[src/rtl/snd_dma_pkg.sv]
// Shared types and constants for the multi-channel sound DMA controller.
// Holds the channel state encoding and the index-width helper.
package snd_dma_pkg;

    typedef enum logic {
        IDLE = 1'b0,
        RUN  = 1'b1
    } ch_state_t;

    localparam int AW_DEF    = 21;
    localparam int DEPTH_DEF = 4;

    // ceil(log2(n)), never less than 1
    function automatic int clog2_min1(input int n);
        int r;
        r = 0;
        for (int i = 0; i < 31; i++) begin
            if ((1 << i) < n) begin
                r = i + 1;
            end
        end
        return (r < 1) ? 1 : r;
    endfunction

endpackage

[src/rtl/snd_dma_chan.sv]
// One sound DMA channel: frame counter, request pending counter,
// IDLE/RUN state machine, end-of-frame interrupt and stop pulse.
module snd_dma_chan
    import snd_dma_pkg::*;
#(
    parameter int AW    = AW_DEF,
    parameter int DEPTH = DEPTH_DEF
) (
    input  logic          clk32,
    input  logic          por,
    input  logic          slot_en,
    input  logic [AW-1:0] start_addr,
    input  logic [AW-1:0] end_addr,
    input  logic          ch_on,
    input  logic          ch_rep,
    input  logic          sreq,
    input  logic          int_ack,
    input  logic          grant,
    output logic          eligible,
    output logic [AW-1:0] cnt,
    output logic          sframe,
    output logic          stoff,
    output logic          sint
);

    localparam int PW = clog2_min1(DEPTH + 1);
    localparam logic [PW-1:0] PMAX = PW'(DEPTH);

    ch_state_t     state;
    ch_state_t     state_nxt;
    logic [PW-1:0] pend;
    logic [PW-1:0] pend_nxt;
    logic [AW-1:0] cnt_nxt;
    logic [AW-1:0] cnt_inc;
    logic          frame_end;
    logic          stoff_nxt;
    logic          sint_set;
    logic          pend_clr;
    logic          req_ok;

    assign cnt_inc   = cnt + AW'(1);
    assign frame_end = (cnt_inc == end_addr);
    assign sframe    = (state == RUN);
    assign eligible  = (state == RUN) && ch_on && (pend != '0);
    assign req_ok    = sreq && (state == RUN);

    // State register
    always_ff @(posedge clk32 or posedge por) begin
        if (por) begin
            state <= IDLE;
        end else begin
            state <= state_nxt;
        end
    end

    // Next-state decision, only moves on a memory slot
    always_comb begin
        state_nxt = state;
        if (slot_en) begin
            case (state)
                IDLE: begin
                    if (ch_on && (start_addr != end_addr)) begin
                        state_nxt = RUN;
                    end
                end
                RUN: begin
                    if (!ch_on) begin
                        state_nxt = IDLE;
                    end else if (grant && frame_end && !ch_rep) begin
                        state_nxt = IDLE;
                    end
                end
                default: state_nxt = IDLE;
            endcase
        end
    end

    // Per-slot actions: counter load/advance, stop pulse, irq set
    always_comb begin
        cnt_nxt   = cnt;
        stoff_nxt = 1'b0;
        sint_set  = 1'b0;
        pend_clr  = 1'b0;
        if (slot_en) begin
            case (state)
                IDLE: begin
                    if (ch_on) begin
                        cnt_nxt = start_addr;
                        if (start_addr == end_addr) begin
                            stoff_nxt = 1'b1;
                        end
                    end
                end
                RUN: begin
                    if (!ch_on) begin
                        pend_clr = 1'b1;
                    end else if (grant) begin
                        cnt_nxt  = cnt_inc;
                        sint_set = frame_end;
                        if (frame_end && ch_rep) begin
                            cnt_nxt = start_addr;
                        end
                        if (frame_end && !ch_rep) begin
                            stoff_nxt = 1'b1;
                            pend_clr  = 1'b1;
                        end
                    end
                end
                default: pend_clr = 1'b1;
            endcase
        end
    end

    // Outstanding request count; a request and a grant together cancel
    always_comb begin
        pend_nxt = pend;
        if (pend_clr) begin
            pend_nxt = '0;
        end else if (req_ok && !grant) begin
            if (pend != PMAX) begin
                pend_nxt = pend + PW'(1);
            end
        end else if (!req_ok && grant) begin
            pend_nxt = pend - PW'(1);
        end
    end

    // Datapath registers and interrupt latch (set beats ack)
    always_ff @(posedge clk32 or posedge por) begin
        if (por) begin
            cnt   <= '0;
            pend  <= '0;
            stoff <= 1'b0;
            sint  <= 1'b0;
        end else begin
            cnt   <= cnt_nxt;
            pend  <= pend_nxt;
            stoff <= stoff_nxt;
            if (sint_set) begin
                sint <= 1'b1;
            end else if (int_ack) begin
                sint <= 1'b0;
            end
        end
    end

endmodule

[src/rtl/snd_dma_ctrl.sv]
// Multi-channel sound DMA frame controller: per-channel engines,
// round-robin slot arbiter and registered fetch strobe/address/channel.
module snd_dma_ctrl
    import snd_dma_pkg::*;
#(
    parameter int NCH   = 2,
    parameter int AW    = AW_DEF,
    parameter int DEPTH = DEPTH_DEF,
    parameter int CHW   = 1
) (
    input  logic              clk32,
    input  logic              por,
    input  logic              slot_en,
    input  logic [NCH*AW-1:0] start_addr,
    input  logic [NCH*AW-1:0] end_addr,
    input  logic [NCH-1:0]    ch_on,
    input  logic [NCH-1:0]    ch_rep,
    input  logic [NCH-1:0]    sreq,
    input  logic [NCH-1:0]    int_ack,
    output logic              snd_cyc,
    output logic [AW-1:0]     snd_addr,
    output logic [CHW-1:0]    snd_ch,
    output logic [NCH*AW-1:0] cur_addr,
    output logic [NCH-1:0]    sframe,
    output logic [NCH-1:0]    stoff,
    output logic [NCH-1:0]    sint
);

    logic [NCH-1:0] eligible;
    logic [NCH-1:0] grant;
    logic [AW-1:0]  cnt [NCH];
    logic [CHW-1:0] last_grant;
    logic [CHW-1:0] sel;
    logic           found;

    for (genvar g = 0; g < NCH; g++) begin : g_ch
        snd_dma_chan #(
            .AW    (AW),
            .DEPTH (DEPTH)
        ) u_chan (
            .clk32      (clk32),
            .por        (por),
            .slot_en    (slot_en),
            .start_addr (start_addr[g*AW +: AW]),
            .end_addr   (end_addr[g*AW +: AW]),
            .ch_on      (ch_on[g]),
            .ch_rep     (ch_rep[g]),
            .sreq       (sreq[g]),
            .int_ack    (int_ack[g]),
            .grant      (grant[g]),
            .eligible   (eligible[g]),
            .cnt        (cnt[g]),
            .sframe     (sframe[g]),
            .stoff      (stoff[g]),
            .sint       (sint[g])
        );
        assign cur_addr[g*AW +: AW] = cnt[g];
    end

    // Round-robin pick: channels after last_grant first, then wrap
    always_comb begin
        found = 1'b0;
        sel   = '0;
        for (int c = 0; c < NCH; c++) begin
            if (!found && (c > int'(last_grant)) && eligible[c]) begin
                found = 1'b1;
                sel   = CHW'(c);
            end
        end
        for (int c = 0; c < NCH; c++) begin
            if (!found && (c <= int'(last_grant)) && eligible[c]) begin
                found = 1'b1;
                sel   = CHW'(c);
            end
        end
    end

    // One-hot grant, only on a slot
    always_comb begin
        grant = '0;
        if (slot_en && found) begin
            grant = NCH'(1) << sel;
        end
    end

    // Registered fetch outputs and round-robin pointer
    always_ff @(posedge clk32 or posedge por) begin
        if (por) begin
            last_grant <= '0;
            snd_cyc    <= 1'b0;
            snd_addr   <= '0;
            snd_ch     <= '0;
        end else begin
            snd_cyc <= slot_en && found;
            if (slot_en && found) begin
                last_grant <= sel;
                snd_addr   <= cnt[sel];
                snd_ch     <= sel;
            end else begin
                snd_addr <= '0;
                snd_ch   <= '0;
            end
        end
    end

endmodule
[config.mk]
export PLATFORM = sky130hd
export DESIGN_NAME = snd_dma_ctrl
export DESIGN_NICKNAME = d
export VERILOG_FILES = /design/src/rtl/snd_dma_pkg.sv /design/src/rtl/snd_dma_chan.sv /design/src/rtl/snd_dma_ctrl.sv
export SDC_FILE = /design/constraint.sdc
export NUM_CORES = 1
export LEC_CHECK = 0
export CORE_MARGIN = 5
export CORE_UTILIZATION = 45
export CTS_BUF_LIST = sky130_fd_sc_hd__clkbuf_2 sky130_fd_sc_hd__clkbuf_4 sky130_fd_sc_hd__clkbuf_8
export DETAILED_ROUTE_END_ITERATION = 6
export PLACE_DENSITY = 0.86
export SLEW_MARGIN = 20
export SYNTH_ARGS = -nofsm -noshare
export SYNTH_HDL_FRONTEND = slang
export SYNTH_SLANG_ARGS = --single-unit
export TNS_END_PERCENT = 100
[constraint.sdc]
create_clock -name clk32 -period 2.9 [get_ports clk32]
set_clock_uncertainty 0.15 [all_clocks]
set_input_delay 0.29 -clock clk32 [delete_from_list [all_inputs] [get_ports clk32]]
set_output_delay 0.29 -clock clk32 [all_outputs]
set_load 0.01 [all_outputs]
## Yosys cells after proc, flatten, opt, wreduce, memory -nomap -nowiden

Cells that the tools add are included.

| storage, ports and cells | value |
|---|---|
| flip-flop bits (word level) | 78 |
| bits of input ports | 95 |
| output and inout bits | 71 |
| logic and storage cells | 155 |

| operators by class | value |
|---|---|
| $add $sub $neg | 6 |
| $lt $le $gt $ge | 3 |
| eq/ne operators | 16 |
| shifts and indexed selects | 1 |
| multiplexer cells | 69 |
| bitwise logic cells | 3 |
| reduce and logical (&&, ||, !) cells | 43 |

Operator list:

| operator | count |
|---|---|
| $mux W21 | 12 |
| $eq A21 B21 Y1 | 4 |
| $pmux W21 S2 | 2 |
| $add A21 B1 Y21 const B | 2 |
| $mux W1 | 42 |
| $ne A21 B21 Y1 | 2 |
| $logic_and A1 B1 Y1 | 25 |
| $mux W3 | 8 |
| $ne A2 B2 Y1 const B | 6 |
| $reduce_bool A3 Y1 | 4 |
| $logic_not A1 Y1 | 8 |
| $pmux W1 S2 | 4 |
| $reduce_and A4 Y1 | 2 |
| $add A3 B1 Y3 const B | 2 |
| $ne A3 B2 Y1 const B | 2 |
| $ne A3 B3 Y1 const B | 2 |
| $sub A3 B1 Y3 const B | 2 |
| $reduce_and A2 Y1 | 2 |
| $reduce_bool A2 Y1 | 2 |
| $ge A2 B2 Y1 const B | 1 |
| $mux W2 | 1 |
| $not A1 Y1 | 2 |
| $not A1 Y2 | 1 |
| $shl A1 B1 Y2 const A | 1 |
| 2 further kinds | 2 |

## Longest topological paths before layout

| depth | value |
|---|---|
| word-level depth | 19 |
| gate-level depth with buffers | 13 |
| gate-level depth less buffers | 11 |

## By module

From an unflattened synthesis, not the netlist that was laid out.

| unflattened totals | value |
|---|---|
| cell total of the unflattened synthesis | 739 |
| area, all modules | 6,732.7 µm² |

By module, submodules not included:

| module | instances | cells each | area an instance (µm²) | sequential area each (µm²) |
|---|---|---|---|---|
| snd_dma_chan (g_ch[1].u_chan) | 1 | 309 | 2,740.1 | 675.6 |
| snd_dma_chan (g_ch[0].u_chan) | 1 | 321 | 2,735.1 | 675.6 |
| snd_dma_ctrl | 1 | 109 | 1,257.5 | 600.6 |

## Worst setup path after synthesis

OpenSTA, ideal clock, no wires.

| path | value |
|---|---|
| path kind | reg2reg |
| from | reg g_ch[1].u_chan.cnt[1] |
| to | reg g_ch[1].u_chan.cnt[3] |
| setup time | 137 ps |
| arrival | 2,695 ps |
| required time | 2,613 ps |
| slack | -82 ps |
| cell stages (with the launch flop) | 12 |
| path buffers | 2 |
| period minus slack after synthesis | 2,982 ps |
| cells stage by stage | dfrtp_1 ha_1 buf_2 nand3_2 or4_1 xnor2_1 a21oi_1 and4_1 a31oi_4 buf_2 mux2i_1 a2bb2oi_1 |

| on the way | value |
|---|---|
| longest elaborated chain between the ends | 7 |

RTL lines:

| what | RTL line | source |
|---|---|---|
| start, declared | snd_dma_chan.sv:20 | `output logic [AW-1:0] cnt,` |
| start signal, assigned | snd_dma_chan.sv:136 | `cnt <= cnt_nxt;` |
| $add A21 B1 Y21 (*) | snd_dma_chan.sv:41 | `assign cnt_inc = cnt + AW'(1);` |
| $eq A21 B21 Y1 | snd_dma_chan.sv:42 | `assign frame_end = (cnt_inc == end_addr);` |
| $logic_and A1 B1 Y1 | snd_dma_chan.sv:100 | `if (frame_end && ch_rep) begin` |
| $mux W21 (*) | snd_dma_chan.sv:100 |  |
| $mux W21 (*) | snd_dma_chan.sv:97 | `end else if (grant) begin` |
| $mux W21 (*) | snd_dma_chan.sv:95 | `if (!ch_on) begin` |
| $pmux W21 S2 (*) | snd_dma_chan.sv:85 | `case (state)` |

Every way passes the cells marked *; elsewhere a longest branch is shown, timed or not. The select of a mux whose other input is x is not followed.
A chain may end at the register's enable or synchronous reset.

## Final worst setup path

| path | value |
|---|---|
| from | reg g_ch[1].u_chan.cnt[0] |
| to | reg g_ch[1].u_chan.cnt[8] |

The elaborated chain is that of the path after synthesis.

==> implementation parameters <==
Parameter                              Value

Outcome
  Failing checks    setup timing
  Run status    complete, but fails checks

Placed design
  Detail Placement HPWL    18300 um
  Number of buffer cells added on primary ports    165
  Routability Congestion    1.01
  Worst slack at placement    -96.5 ps

Timing
  Number of pins exceeding their max-slew limit in the final report    0
  Final critical path time including I/O delays and setup    2930 ps
  Count of final hold-check violations    0
  Total Neg Setup Slack    -156 ps
  RSZ-0062 raised after global routing    yes
  Worst slew slack as a fraction of its limit    0.662
  Least-Margin Pin Slew    503 ps
  Post-route clock period utilization    1.01
  Achievable clock frequency    341 MHz
  Setup violations, final    9
  Final Worst Setup Slack    -31.6 ps

Critical path
  Reg2reg path depth    9
  Cells along the critical path    ha_4, nand3_4, or4_4, xnor2_2, a21oi_1, and4_4, a31oi_4, mux2_4, a311oi_2
  Startpoint kind of the worst setup timing path    flip-flop
  FF-to-FF Start    g_ch[1].u_chan.cnt[0]
  Highest-delay cell along the critical path    sky130_fd_sc_hd__or4_4
  Crit path kind    reg -> reg
  Crit. Startpoint    g_ch[1].u_chan.cnt[0]
  Required time worst endpoint    3030 ps
  Data arrival time at the worst-slack endpoint    3060 ps
  Maximum fanout along the worst path    6
  Max stage delay on crit path    580 ps
  Crit path capture type    flip-flop

Logic synthesis
  Top FF cell, synth    sky130_fd_sc_hd__dfrtp_1
  Number of unique standard cell types used by synthesis    70
  Post-Syn Nets    866
  Proportion of synthesized chip area in sequential cells    0.303
  Share of flip-flops with an asynchronous set or reset    1.00
  Count of flip-flops with a built-in enable after synthesis    0
  Yosys warning total    0
  Dominant cells by area after synthesis    sky130_fd_sc_hd__dfrtp_1, sky130_fd_sc_hd__xnor2_1, sky130_fd_sc_hd__nand2_1, sky130_fd_sc_hd__xor2_1, sky130_fd_sc_hd__mux2i_1
  Area share of the leading cell type in the synthesized netlist    0.303
  Syn_area_per_cell    8.42 um^2
  Register bit total from synthesis    78
  Largest area contributor in the netlist    sky130_fd_sc_hd__dfrtp_1
  Gate Count Post-Synth    765
  Synthesized area    6440 um^2

Pwr
  Worst VDD drop    0.395 mV
  Post-layout total power    0.00628 W
  Power density of the placed cells    649 nW/um^2
  Leak Pwr    3.99 nW

Layout
  Layout cells sized above 1    0.236
  Number of nets in the layout    1117
  Footprint of the flip-flops and latches    1960 um^2
  Multi-input gate area    4330 um^2
  Number of filler cells placed in the layout    1009
  Synthesis-to-finish area growth    50.2%
  Antenna Diode Count    0

Drt
  Vias after detailed routing    7291
  Total Wirelength    24800 um
  DR vias/cell    6.07
  ANT nets after route    0
  Initial DRC Count    811
  Residual DRC count    0
  WL per Instance    20.6 um
  Detailed-routing iteration count for the pre-antenna-repair pass    7

Floorplan
  Overall die area    16800 um^2
  Area of the placeable core    13900 um^2
  Site row count    43
  Die height    130 um
  I/O pin count    166
  Initial cell density of the core    0.462
  Die X-Extent    130 um

CTS
  Latest clock arrival within the worst-skew pair    380 ps
  Count of clock tree sinks    78
  Clock tree from TritonCTS    done
  TritonCTS Buffers    9
  Reg clk slew, reported paths    90 ps
  Max clock buf depth    2
  CTS H-tree lvls    3
  Master cell of the clock root buffer    sky130_fd_sc_hd__clkbuf_8
  Cts-stage hold buffer count    0

GRT
  Number of antenna violations at the first check in global routing    0
  Pin count of the biggest net entering global routing    62
  Remaining global-route overflow    0
  Vias in the first global route    6623
  First-pass GRT wire length    35500 um
  All-layer global routing usage    0.270

Run
  Reported max-cap violation count    0

Min path
  Type of the tightest min-delay check    in -> async
worst paths after layout:
| path | endpoint | slack [ps] |
|---|---|---|
| worst max-delay path | g_ch[1].u_chan.cnt[8] | -30 |
| worst min-delay path | g_ch[1].u_chan.cnt[2] | 70 |
| worst max register to register | g_ch[1].u_chan.cnt[8] | -30 |
| worst min register to register | last_grant | 370 |
| max in group asynchronous | g_ch[1].u_chan.cnt[1] | 1830 |
| min in group clk32 | g_ch[1].u_chan.sint | 330 |
synth_stat cells, drive strengths merged (22+ instances only):
cell type    n
buf         38
a2bb2oi     35
nand3       32
clkbuf      27
dfrtp       78
nand4       22
xor2        46
xnor2       52
nand2      109
inv         25
nor2        30
a21oi       75
mux2i       35
registers in the layout (all words and copies together) (netlist names):
name,flops
g_ch.u_chan.pend,6
g_ch.u_chan.sint,2
g_ch.u_chan.sframe,2
g_ch.u_chan.stoff,2
snd_addr,21
last_grant,1
snd_ch,1
snd_cyc,1
g_ch.u_chan.cnt,42
placed cells by master (no fill, tap or decap), drive strengths merged, types with 3 or more instances in the layout:
cell type and n:
a21oi 75, a22oi 5, a2bb2oi 35, a311oi 3, a31oi 6, and2 8, and3 10, and4 10
buf 138, bufinv 3, clkbuf 13, clkdlybuf4s50 165, dfrtp 78, ha 4, inv 26, mux2i 35
nand2 109, nand2b 4, nand3 32, nand3b 4, nand4 22, nor2 30, nor2b 3, nor3 15
nor4 14, o2111ai 5, o211ai 8, o21ai 11, o221ai 3, o22ai 9, o311ai 3, or3 4
or4 3, xnor2 52, xor2 46
cells by family (layout without fill, tap and decap cells):
family | after synthesis | after routing | share of synthesized area
AOI/OAI and AO/OA | 184 | 184 | 0.204
and+or+nand+nor | 273 | 273 | 0.219
muxes | 36 | 36 | 0.0562
xor gates and xnor gates | 98 | 98 | 0.133
DFF | 78 | 78 | 0.303
adders and majority gates | 6 | 6 | 0.0140
buffers and inverters | 90 | 346 | 0.0701
cell type report:
| cell class | instances | share of cell area |
|---|---|---|
| multi-input combinational | 597 | 0.448 |
| sequential | 78 | 0.203 |
| clock inverter | 5 | 0.0110 |
| clock buffer | 11 | 0.0150 |
| tap | 180 | 0.0233 |
| timing repair buffer | 305 | 0.291 |
| inverter | 25 | 0.00970 |
routing by layer:
metal / routed length, um / vias up / global-route usage / part of all wire
met2: 11700 / 463 / 0.441 / 0.47
met4: 880 / 0 / 0.0954 / 0.035
li1: - / 3257 / - / -
met1: 9990 / 3485 / 0.364 / 0.40
met5: 0 / - / 0 / 0
met3: 2200 / 86 / 0.0437 / 0.089
stage by stage:
stage,hold slack [ps],cell area [um^2],std cells,util
after floorplan,247,6440,765,-
after global placement,338,8860,1158,0.636
after detailed placement,347,8860,1158,0.636
after CTS,77.7,9160,1177,0.658
after global routing,119,9670,1201,0.694
final,68.1,9670,1201,0.694
worst max-delay path, delay by kind of cell, from the launching register on:
family	cells	cell delay, ps
XOR/XNOR	1	200
flip-flops	1	400
adder cells (fa/ha/maj)	1	180
AND/OR/NAND/NOR	3	860
AO/OA/AOI/OAI	3	690
multiplexers	1	360
timing repair:
| item | in CTS | in global routing |
|---|---|---|
| gates cloned | 0 | 2 |
| resized for setup | 7 | 68 |
| setup endpoints to repair | 20 | 49 |
| pin swaps | 3 | 19 |
| setup buffers | 3 | 22 |
report_power, final:
part	switching [W]	internal [W]	total [W]
logic	0.00178	0.00175	0.00353
registers	0.000321	0.00136	0.00168
clock network	0.000463	0.000609	0.00107
No activity file was read; power rests on OpenSTA's default activity.
